<file path="src/rtl/repairmb_partner_ctrl_if.sv">
`default_nettype none
// ============================================================================
// Module   : repairmb_partner_ctrl_if
// Brief    : Sideband / sequencer signal bundle for the REPAIRMB partner responder.
// Revision : 1.0 - initial release
// ============================================================================
interface repairmb_partner_ctrl_if #(
  parameter int LANE_MASK_W = 2
);
  logic                   i_en;
  logic                   i_busy_sideband;
  logic                   i_falling_edge_busy;
  logic [3:0]             i_rx_msg;
  logic                   i_msg_valid;
  logic [LANE_MASK_W-1:0] i_lane_mask;
  logic                   i_done_repeater;
  logic [3:0]             o_tx_msg;
  logic                   o_tx_valid;
  logic [LANE_MASK_W-1:0] o_lane_mask;
  logic                   o_start_repeater;
  logic                   o_end;
  logic                   o_train_error;
  logic                   o_timeout;

  modport master (
    output i_en, i_busy_sideband, i_falling_edge_busy, i_rx_msg, i_msg_valid,
           i_lane_mask, i_done_repeater,
    input  o_tx_msg, o_tx_valid, o_lane_mask, o_start_repeater, o_end,
           o_train_error, o_timeout
  );

  modport slave (
    input  i_en, i_busy_sideband, i_falling_edge_busy, i_rx_msg, i_msg_valid,
           i_lane_mask, i_done_repeater,
    output o_tx_msg, o_tx_valid, o_lane_mask, o_start_repeater, o_end,
           o_train_error, o_timeout
  );
endinterface
`default_nettype wire

</file>
<file path="src/rtl/repairmb_partner_ctrl.sv">
`default_nettype none
// ============================================================================
// Module   : repairmb_partner_ctrl
// Brief    : MBINIT.REPAIRMB partner-side responder with in-line mask check.
// Revision : 1.0 - initial release
// ============================================================================
module repairmb_partner_ctrl #(
  parameter int LANE_MASK_W = 2,
  parameter int MIN_GROUPS  = 1,
  parameter int MAX_DEGRADE = 3,
  parameter int TO_W        = 20,
  parameter int TO_CYCLES   = 800000
) (
  input  logic                    CLK,
  input  logic                    rst,
  repairmb_partner_ctrl_if.slave  sb
);
  localparam logic [3:0] ST_IDLE            = 4'd0;
  localparam logic [3:0] ST_WAIT_START_REQ  = 4'd1;
  localparam logic [3:0] ST_WAIT_SB_START   = 4'd2;
  localparam logic [3:0] ST_SEND_START_RESP = 4'd3;
  localparam logic [3:0] ST_WAIT_REQ        = 4'd4;
  localparam logic [3:0] ST_CHECK           = 4'd5;
  localparam logic [3:0] ST_WAIT_SB_DEG     = 4'd6;
  localparam logic [3:0] ST_SEND_DEG_RESP   = 4'd7;
  localparam logic [3:0] ST_RUN_REP         = 4'd8;
  localparam logic [3:0] ST_WAIT_SB_END     = 4'd9;
  localparam logic [3:0] ST_SEND_END_RESP   = 4'd10;
  localparam logic [3:0] ST_DONE            = 4'd11;
  localparam logic [3:0] ST_ERROR           = 4'd12;

  localparam logic [3:0] MSG_START_REQ  = 4'd1;
  localparam logic [3:0] MSG_START_RESP = 4'd2;
  localparam logic [3:0] MSG_END_REQ    = 4'd3;
  localparam logic [3:0] MSG_END_RESP   = 4'd4;
  localparam logic [3:0] MSG_DEG_REQ    = 4'd5;
  localparam logic [3:0] MSG_DEG_RESP   = 4'd6;

  localparam int              DEG_W   = $clog2(MAX_DEGRADE + 2);
  localparam int              PC_W    = $clog2(LANE_MASK_W + 1);
  localparam logic [DEG_W-1:0] DEG_MAX = DEG_W'(MAX_DEGRADE);
  localparam logic [PC_W-1:0]  PC_MIN  = PC_W'(MIN_GROUPS);
  localparam logic [TO_W-1:0]  TO_LAST = TO_W'(TO_CYCLES - 1);

  logic [3:0]             state, next;
  logic [LANE_MASK_W-1:0] cap_mask, lane_q;
  logic [DEG_W-1:0]       deg_cnt;
  logic [TO_W-1:0]        to_cnt;
  logic [PC_W-1:0]        ones;
  logic                   cont, rep, pend;
  logic                   live_start, live_end, live_deg, running, timeout_hit;
  logic                   all_ones, chk_err;
  logic [3:0]             tx_msg_d, tx_msg_q;
  logic                   tx_valid_d, start_rep_d, end_d, err_d, to_d;
  logic                   tx_valid_q, start_rep_q, end_q, err_q, to_q;

  assign live_start  = sb.i_msg_valid && (sb.i_rx_msg == MSG_START_REQ);
  assign live_end    = sb.i_msg_valid && (sb.i_rx_msg == MSG_END_REQ);
  assign live_deg    = sb.i_msg_valid && (sb.i_rx_msg == MSG_DEG_REQ);
  assign running     = (state != ST_IDLE) && (state != ST_DONE) && (state != ST_ERROR);
  assign timeout_hit = running && (to_cnt == TO_LAST);

  always_comb begin
    ones = '0;
    for (int i = 0; i < LANE_MASK_W; i++) ones = ones + PC_W'(cap_mask[i]);
  end

  assign all_ones = &cap_mask;
  assign chk_err  = (deg_cnt > DEG_MAX) || (!all_ones && (ones < PC_MIN));

  always_ff @(posedge CLK or posedge rst) begin
    if (rst) state <= ST_IDLE;
    else     state <= next;
  end

  // Priority: enable drop, then timeout, then message/handshake progress.
  always_comb begin
    next = state;
    if (!sb.i_en) next = ST_IDLE;
    else if (timeout_hit) next = ST_ERROR;
    else begin
      case (state)
        ST_IDLE:            next = ST_WAIT_START_REQ;
        ST_WAIT_START_REQ:  if (live_start) next = ST_WAIT_SB_START;
        ST_WAIT_SB_START:   if (!sb.i_busy_sideband) next = ST_SEND_START_RESP;
        ST_SEND_START_RESP: if (sb.i_falling_edge_busy) next = ST_WAIT_REQ;
        ST_WAIT_REQ: begin
          if ((live_end || pend) && cont) next = ST_WAIT_SB_END;
          else if (live_deg)              next = ST_CHECK;
        end
        ST_CHECK:           next = chk_err ? ST_ERROR : ST_WAIT_SB_DEG;
        ST_WAIT_SB_DEG:     if (!sb.i_busy_sideband) next = ST_SEND_DEG_RESP;
        ST_SEND_DEG_RESP: begin
          if (sb.i_falling_edge_busy) begin
            if (rep)                           next = ST_RUN_REP;
            else if ((pend || live_end) && cont) next = ST_WAIT_SB_END;
            else                               next = ST_WAIT_REQ;
          end
        end
        ST_RUN_REP:         if (sb.i_done_repeater) next = ST_WAIT_REQ;
        ST_WAIT_SB_END:     if (!sb.i_busy_sideband) next = ST_SEND_END_RESP;
        ST_SEND_END_RESP:   if (sb.i_falling_edge_busy) next = ST_DONE;
        ST_DONE:            next = ST_DONE;
        ST_ERROR:           next = ST_ERROR;
        default:            next = ST_IDLE;
      endcase
    end
  end

  always_comb begin
    tx_msg_d    = 4'd0;
    tx_valid_d  = 1'b0;
    case (next)
      ST_SEND_START_RESP: begin tx_msg_d = MSG_START_RESP; tx_valid_d = 1'b1; end
      ST_SEND_DEG_RESP:   begin tx_msg_d = MSG_DEG_RESP;   tx_valid_d = 1'b1; end
      ST_SEND_END_RESP:   begin tx_msg_d = MSG_END_RESP;   tx_valid_d = 1'b1; end
      default: ;
    endcase
    start_rep_d = (next == ST_RUN_REP) && (state != ST_RUN_REP);
    end_d       = (next == ST_DONE);
    err_d       = (next == ST_ERROR);
    to_d        = (next == ST_ERROR) && (timeout_hit || to_q);
  end

  always_ff @(posedge CLK or posedge rst) begin
    if (rst) begin
      tx_msg_q    <= 4'd0;
      tx_valid_q  <= 1'b0;
      start_rep_q <= 1'b0;
      end_q       <= 1'b0;
      err_q       <= 1'b0;
      to_q        <= 1'b0;
    end else begin
      tx_msg_q    <= tx_msg_d;
      tx_valid_q  <= tx_valid_d;
      start_rep_q <= start_rep_d;
      end_q       <= end_d;
      err_q       <= err_d;
      to_q        <= to_d;
    end
  end

  always_ff @(posedge CLK or posedge rst) begin
    if (rst) begin
      cap_mask <= '0;
      lane_q   <= '1;
      deg_cnt  <= '0;
      to_cnt   <= '0;
      cont     <= 1'b0;
      rep      <= 1'b0;
      pend     <= 1'b0;
    end else begin
      to_cnt <= (!running || (next != state)) ? '0 : to_cnt + 1'b1;
      if (state == ST_IDLE) begin
        deg_cnt <= '0;
        cont    <= 1'b0;
        rep     <= 1'b0;
      end
      if ((state == ST_WAIT_REQ) && (next == ST_CHECK)) begin
        cap_mask <= sb.i_lane_mask;
        if (deg_cnt != '1) deg_cnt <= deg_cnt + 1'b1;
      end
      if ((state == ST_CHECK) && (next == ST_WAIT_SB_DEG)) begin
        cont <= all_ones;
        rep  <= !all_ones;
        if (!all_ones) lane_q <= cap_mask;
      end
      if ((state == ST_RUN_REP) && (next == ST_WAIT_REQ)) rep <= 1'b0;
      // An end_req seen while a degrade is in flight is replayed from WAIT_REQ.
      if ((next == ST_IDLE) || ((next == ST_WAIT_SB_END) && (state != ST_WAIT_SB_END)))
        pend <= 1'b0;
      else if (live_end && ((state == ST_CHECK) || (state == ST_WAIT_SB_DEG) ||
                            (state == ST_SEND_DEG_RESP)))
        pend <= 1'b1;
    end
  end

  assign sb.o_tx_msg         = tx_msg_q;
  assign sb.o_tx_valid       = tx_valid_q;
  assign sb.o_lane_mask      = lane_q;
  assign sb.o_start_repeater = start_rep_q;
  assign sb.o_end            = end_q;
  assign sb.o_train_error    = err_q;
  assign sb.o_timeout        = to_q;
endmodule
`default_nettype wire

</file>
<file path="src/flat_wrapper.sv">
// flat-port wrapper written by rule: the top's interface ports become plain ports
module repairmb_partner_ctrl_flat 
#(
  parameter int LANE_MASK_W = 2,
  parameter int MIN_GROUPS  = 1,
  parameter int MAX_DEGRADE = 3,
  parameter int TO_W        = 20,
  parameter int TO_CYCLES   = 800000
)
  (CLK, rst, sb_i_en, sb_i_busy_sideband, sb_i_falling_edge_busy, sb_i_rx_msg, sb_i_msg_valid, sb_i_lane_mask, sb_i_done_repeater, sb_o_tx_msg, sb_o_tx_valid, sb_o_lane_mask, sb_o_start_repeater, sb_o_end, sb_o_train_error, sb_o_timeout);
  repairmb_partner_ctrl_if #(.LANE_MASK_W(LANE_MASK_W)) sb_i ();
  input  logic CLK;
  input  logic rst;
  input wire logic [$bits(sb_i.i_en)-1:0] sb_i_en;
  input wire logic [$bits(sb_i.i_busy_sideband)-1:0] sb_i_busy_sideband;
  input wire logic [$bits(sb_i.i_falling_edge_busy)-1:0] sb_i_falling_edge_busy;
  input wire logic [$bits(sb_i.i_rx_msg)-1:0] sb_i_rx_msg;
  input wire logic [$bits(sb_i.i_msg_valid)-1:0] sb_i_msg_valid;
  input wire logic [$bits(sb_i.i_lane_mask)-1:0] sb_i_lane_mask;
  input wire logic [$bits(sb_i.i_done_repeater)-1:0] sb_i_done_repeater;
  output wire logic [$bits(sb_i.o_tx_msg)-1:0] sb_o_tx_msg;
  output wire logic [$bits(sb_i.o_tx_valid)-1:0] sb_o_tx_valid;
  output wire logic [$bits(sb_i.o_lane_mask)-1:0] sb_o_lane_mask;
  output wire logic [$bits(sb_i.o_start_repeater)-1:0] sb_o_start_repeater;
  output wire logic [$bits(sb_i.o_end)-1:0] sb_o_end;
  output wire logic [$bits(sb_i.o_train_error)-1:0] sb_o_train_error;
  output wire logic [$bits(sb_i.o_timeout)-1:0] sb_o_timeout;
  assign sb_i.i_en = sb_i_en;
  assign sb_i.i_busy_sideband = sb_i_busy_sideband;
  assign sb_i.i_falling_edge_busy = sb_i_falling_edge_busy;
  assign sb_i.i_rx_msg = sb_i_rx_msg;
  assign sb_i.i_msg_valid = sb_i_msg_valid;
  assign sb_i.i_lane_mask = sb_i_lane_mask;
  assign sb_i.i_done_repeater = sb_i_done_repeater;
  assign sb_o_tx_msg = sb_i.o_tx_msg;
  assign sb_o_tx_valid = sb_i.o_tx_valid;
  assign sb_o_lane_mask = sb_i.o_lane_mask;
  assign sb_o_start_repeater = sb_i.o_start_repeater;
  assign sb_o_end = sb_i.o_end;
  assign sb_o_train_error = sb_i.o_train_error;
  assign sb_o_timeout = sb_i.o_timeout;
  repairmb_partner_ctrl #(.LANE_MASK_W(LANE_MASK_W), .MIN_GROUPS(MIN_GROUPS), .MAX_DEGRADE(MAX_DEGRADE), .TO_W(TO_W), .TO_CYCLES(TO_CYCLES)) u_core (.CLK(CLK), .rst(rst), .sb(sb_i));
endmodule
</file>
<file path="config.mk">
export PLATFORM = sky130hd
export DESIGN_NAME = repairmb_partner_ctrl_flat
export DESIGN_NICKNAME = d
export VERILOG_FILES = /design/src/rtl/repairmb_partner_ctrl_if.sv /design/src/rtl/repairmb_partner_ctrl.sv /design/src/flat_wrapper.sv
export SDC_FILE = /design/constraint.sdc
export NUM_CORES = 1
export LEC_CHECK = 0
export CORE_AREA = 2 2 82 84
export CTS_CLUSTER_DIAMETER = 30
export DETAILED_ROUTE_END_ITERATION = 7
export DIE_AREA = 0 0 84 86
export PLACE_DENSITY = 0.59
export SLEW_MARGIN = 20
export SYNTH_ARGS = -nofsm -noshare
export SYNTH_HDL_FRONTEND = slang
export SYNTH_SLANG_ARGS = --single-unit
</file>
<file path="constraint.sdc">
create_clock -name CLK -period 4.8 [get_ports CLK]
set_input_delay 1.44 -clock CLK [delete_from_list [all_inputs] [get_ports CLK]]
set_output_delay 1.44 -clock CLK [all_outputs]
set_load 0.05 [all_outputs]
</file>
== Word level (Yosys, flattened, before mapping) ==
Index checks and enable logic that the tools add are counted.
Widths: inputs -> output; s select.

* Flip-flop bits (word level): 42
* Bits in latches: 0
* Bits in writable memories: 0
* Memory bits (read-only): 0
* Bits of input ports: 13
* Output and inout bits: 11
* Word-level logic and storage cells: 113
* Memories: 0

* $add $sub $neg: 3
* Multipliers: 0
* Div/mod/pow operators: 0
* Magnitude comparators: 2
* Equal/unequal tests: 32
* Shift operators: 0
* Muxes and demuxes: 28
* Bitwise gates (word level): 1
* Reductions and logical operators: 33

{| class="wikitable"
|+ Operators with widths
! operator !! count
|-
| $mux 4 || 15
|-
| $pmux 4 s13 || 1
|-
| $eq 4x4->1 const B || 10
|-
| $eq 4x3->1 const B || 9
|-
| $add 20x1->20 const B || 1
|-
| $eq 20x20->1 const B || 1
|-
| $mux 20 || 1
|-
| $eq 4x2->1 const B || 4
|-
| $ne 4x4->1 const B || 4
|-
| $logic_and 1x1->1 || 15
|-
| $mux 3 || 3
|-
| $pmux 3 s3 || 1
|-
| $eq 4x1->1 const B || 2
|-
| $logic_not 4->1 || 2
|-
| $logic_or 1x1->1 || 7
|-
| $mux 1 || 7
|-
| $ne 4x4->1 || 1
|-
| $reduce_and 2->1 || 2
|-
| $reduce_bool 2->1 || 2
|-
| $reduce_bool 4->1 || 1
|-
| $add 3x1->3 const B || 1
|-
| $gt 3x2->1 const B || 1
|-
| $ne 3x3->1 const B || 1
|-
| $reduce_bool 3->1 || 1
|-
| other kinds (5) || 6
|}

== Longest topological paths before layout ==
* Depth after elaboration: 14
* Mapped depth: 11
* Depth with buffers taken out: 8

== Worst setup path before layout ==
No wires, ideal clock.

* Kind: in2reg
* Start point: in sb_i_rx_msg[3]
* End point: reg u_core.to_cnt[0]
* Setup time: 0.068 ns
* Arrival: 3.056 ns
* Required time: 4.732 ns
* Slack: 1.676 ns
* Stages: 8
* Buffers on the path: 2
* Path through: nand3b_1 > o21ai_0 > a21oi_1 > o2111a_1 > buf_2 > mux2i_1 > clkbuf_1 > and4bb_1

* Longest elaborated chain between the ends: 13
* Elaborated cells between the ends (all ways): 20
* Those cells by class: eq/ne: 4; mux: 10; reduce/logical: 6

{| class="wikitable"
|+ Ends and longest elaborated chain
! what !! line !! text
|-
| start, declared || flat_wrapper.sv:17 || <nowiki>input wire logic [$bits(sb_i.i_rx_msg)-1:0] sb_i_rx_msg;</nowiki>
|-
| $eq 4x2->1 || repairmb_partner_ctrl.sv:58 || <nowiki>assign live_end = sb.i_msg_valid && (sb.i_rx_msg == MSG_END_REQ);</nowiki>
|-
| $logic_and 1x1->1 || repairmb_partner_ctrl.sv:58 ||
|-
| $logic_or 1x1->1 || repairmb_partner_ctrl.sv:88, repairmb_partner_ctrl.sv:96 ||
|-
| $logic_and 1x1->1 || repairmb_partner_ctrl.sv:88, repairmb_partner_ctrl.sv:96 ||
|-
| $mux 4 || repairmb_partner_ctrl.sv:96 || <nowiki>else if ((pend || live_end) && cont) next = ST_WAIT_SB_END;</nowiki>
|-
| $mux 4 || repairmb_partner_ctrl.sv:95 || <nowiki>if (rep) next = ST_RUN_REP;</nowiki>
|-
| $mux 4 || repairmb_partner_ctrl.sv:94 || <nowiki>if (sb.i_falling_edge_busy) begin</nowiki>
|-
| $pmux 4 s13 * || repairmb_partner_ctrl.sv:82 || <nowiki>case (state)</nowiki>
|-
| $mux 4 * || repairmb_partner_ctrl.sv:80 || <nowiki>else if (timeout_hit) next = ST_ERROR;</nowiki>
|-
| $mux 4 * || repairmb_partner_ctrl.sv:79 || <nowiki>if (!sb.i_en) next = ST_IDLE;</nowiki>
|-
| $ne 4x4->1 * || repairmb_partner_ctrl.sv:153 || <nowiki>to_cnt <= (!running || (next != state)) ? '0 : to_cnt + 1'b1;</nowiki>
|-
| $logic_or 1x1->1 * || repairmb_partner_ctrl.sv:153 ||
|-
| $mux 20 * || repairmb_partner_ctrl.sv:153 ||
|-
| end signal, assigned || repairmb_partner_ctrl.sv:153 ||
|-
| end, declared || repairmb_partner_ctrl.sv:48 || <nowiki>logic [TO_W-1:0] to_cnt;</nowiki>
|}

Mark *: on every way between the ends. The rest lies on a longest branch, timed or not.
A chain may end at the register's enable or synchronous reset.

== Worst setup path after layout ==
Ends and elaborated chain as after synthesis.

==> impl_metrics.csv <==
group,metric,value,unit
placed_design,gp_congestion,0.8999,
sta,hold_violations,0,
die,die_w,84,um
clock_tree,post_cts_buffers,0,
setup_path,worst_setup_path_end_kind,"flop",
yosys,synth_cells,297,
sta,relSlewSlack,30.06,%
setup_path,r2r_slack,1.58,ns
sta,fin_crit,3.718,ns
final_layout,num-nets-final,327,
global_route,grt_busiest_layer,"met2",
final_layout,num_antenna_cells,0,
power_and_ir_drop,clockPowerShare,41.0,%
global_route,antenna_found_initial,0,
die,start_util,42.14,%
clock_tree,ctsHoldBuffers,0,
yosys,synth-seq-cells,41,
setup_path,path_max_fanout,20,
final_layout,final_util,47.32,%
power_and_ir_drop,vdd_drop_max,0.0001358,V
global_route,track_usage,18.25,%
routing,vias,2269,
yosys,synth_area,0.002645,mm^2
setup_path,rr_worst_depth,8,
yosys,synthDistinctLibCells,63,
setup_path,r2r-start,"u_core.to_cnt[0]",
routing,viasPerCell,5.848,
global_route,grt_pass1_vias,2127,
die,die_h,86,um
sta,fmax,269.0,MHz
yosys,synth_top_cells_by_count,"39 x dfrtp_1, 34 x nand3_1, 27 x nor2_1, 21 x nand2_1, 12 x xnor2_1",
yosys,synthTopCellsByArea,"dfrtp_1 37%, nand3_1 6.4%, xnor2_1 4.0%, nor2_1 3.8%, nand2_1 3.0%",
power_and_ir_drop,power,0.7124,mW
die,core_area,0.006277,mm^2
die,die_area,0.007224,mm^2
power_and_ir_drop,power.density,239.8,mW/mm^2
status,run_status,"completed",
clock_tree,path_clk_slew,0.09,ns
yosys,yosysMostFrequentCell,"dfrtp_1",
run,drv_cap,0,
routing,drc,0,
clock_tree,h-tree-depth,2,
sta,setup-tns-final,0,ns
hold_path,min_to,"u_core.deg_cnt[0]",
routing,wl_per_cell,16.20,um
clock_tree,clock_latency,0.30,ns
routing,drtPass1Iterations,4,
power_and_ir_drop,intPower,0.5403,mW
sta,worst_pin_slew,1.049,ns
power_and_ir_drop,pwr-share-comb,9.3,%
hold_path,hp-class,"reg2reg",
clock_tree,cts_root_buf,"clkbuf_8",
clock_tree,clk_path_buf_depth,2,
setup_path,worstPathRequired,4.99,ns
setup_path,r2r-end,"u_core.to_cnt[0]",
die,io_pins,24,
final_layout,drive_gt1_share,10.61,%
final_layout,fillCellCount,592,
yosys,synth.avg_cell_area,8.906,um^2
clock_tree,cts_tree,"yes",
setup_path,crit_type,"in2reg",
placed_design,io_buffers,21,
sta,final_max_slew_viol_count,0,
hold_path,hold_depth,1,
sta,hold_ws,0.5167,ns
yosys,synth_top_area_cell,"dfrtp_1",
global_route,grt_remaining_overflow,0,
global_route,globalRouteMet2Util,26.98,%
routing,wl,6285,um
final_layout,final_area,0.002970,mm^2
setup_path,arrival,3.90,ns
die,fp-row-count,29,
power_and_ir_drop,p_leak,1.275,nW
yosys,ys.flop_type,"dfrtp_1",
power_and_ir_drop,power_switching,0.1721,mW
sta,fin_crit_sh,77.45,%
power_and_ir_drop,swShare,24.16,%
sta,finalClockSkew,0.01120,ns
yosys,yosys_warnings,0,
yosys,synth_top_area_share,36.90,%
routing,postRouteAntennaNets,0,
yosys,synthArstFlopShare,100.0,%
routing,drtIter0Drc,345,
setup_path,cp-start-kind,"input pin",
global_route,grt_pass1_wl,10590,um
clock_tree,cts-resized-gates,0,
power_and_ir_drop,pwr-share-seq,49.7,%
yosys,synth_edf_count,0,
clock_tree,cts.sinks,41,
global_route,grt_max_degree,42,
placed_design,dp_hpwl,4302,um
yosys,synth-seq-area-share,38.88,%
final_layout,area_growth,12.30,%
global_route,use_met3,4.235,%
clock_tree,cts_made_buffers,5,
global_route,grtUsageMet1,26.61,%
sta,grt_setup_unrepaired,"false",
placed_design,placed_area,0.002854,mm^2
hold_path,worstHoldStart,"u_core.deg_cnt[0]",
sta,setup_viol_count_final,0,
how the worst max path moves through the flow:
stage | from | end | slack, ns
finish | sb_i_rx_msg[3] | u_core.to_cnt[0] | 1.08
detailed placement | sb_i_rx_msg[3] | u_core.to_cnt[0] | 0.79
CTS | sb_i_rx_msg[3] | u_core.to_cnt[0] | 1.08
floorplan | sb_i_rx_msg[3] | u_core.to_cnt[0] | 1.68
global route | sb_i_rx_msg[3] | u_core.to_cnt[0] | 0.88
global placement | sb_i_rx_msg[3] | u_core.to_cnt[0] | 0.80
power by group through the flow:
| stage | clock, mW | sequential (mW) | combinational [mW] |
|---|---|---|---|
| floorplan | 0 | 0.358 | 0.0517 |
| global placement | 0 | 0.361 | 0.0669 |
| detailed placement | 0 | 0.361 | 0.0663 |
| CTS | 0.298 | 0.354 | 0.0664 |
| global route | 0.314 | 0.355 | 0.0731 |
| finish | 0.292 | 0.354 | 0.0661 |
cell usage in the layout (no fill, tap or decap), types with 7 or more instances in the layout:
| master | instances |
|---|---|
| clkdlybuf4s50_1 | 21 |
| dfrtp_1 | 39 |
| nand2_1 | 21 |
| inv_1 | 9 |
| and3_1 | 8 |
| nor2_2 | 10 |
| a21oi_1 | 11 |
| xnor2_1 | 12 |
| o21ai_0 | 7 |
| nand3_1 | 34 |
| nor3_1 | 10 |
| nor2_1 | 27 |
kinds of logic after synthesis:
logic type | count (synthesis) | share of synthesized area [%]
adders and majority gates | 4 | 1.892
DFF | 41 | 38.88
other | 1 | 0.1418
buffers and inverters | 28 | 5.818
AOI/OAI and AO/OA | 55 | 15.66
xor gates and xnor gates | 18 | 5.960
and+or+nand+nor | 144 | 29.28
muxes | 6 | 2.365
critical path: stages:
cell	delay, ns
clkdlybuf4s50_1	0.39
nand3b_1	0.21
o21ai_0	0.41
o221ai_1	0.31
a211oi_1	0.35
a211oi_2	0.08
o21ai_2	0.43
and4bb_1	0.26
cell type report:
cell class                 count  area (um^2)  share of cell area [%]
inverter                      10        37.54                   1.264
clock inverter                 1        30.03                   1.011
multi-input combinational    229         1466                   49.37
tap                           77        96.34                   3.243
sequential                    41         1028                   34.63
timing repair buffer          23        225.2                   7.582
clock buffer                   7        86.33                   2.906
through the flow:
step	setup slack [ns]	cells
2_1_floorplan	1.676	298
5_1_grt	0.8750	388
4_1_cts	1.083	388
6_report	1.082	388
3_3_place_gp	0.7972	380
3_5_place_dp	0.7928	380
state kept, by name, indices dropped and copies added (netlist names), 2 cells and up:
name and flops:
u_core.sb.o_lane_mask 2, u_core.sb.o_tx_msg 2, u_core.deg_cnt 3, u_core.to_cnt 20, u_core.cap_mask 2, u_core.state 4
routing by layer:
layer  share of wire (%)  up-vias  wire length, um
met2                  45       66             2803
met1                  48     1099             3046
li1                    -     1096                -
met5                   0        -                0
met3                 5.6        8              349
met4                 1.4        0               85
No activity file was read; power rests on OpenSTA's default activity.
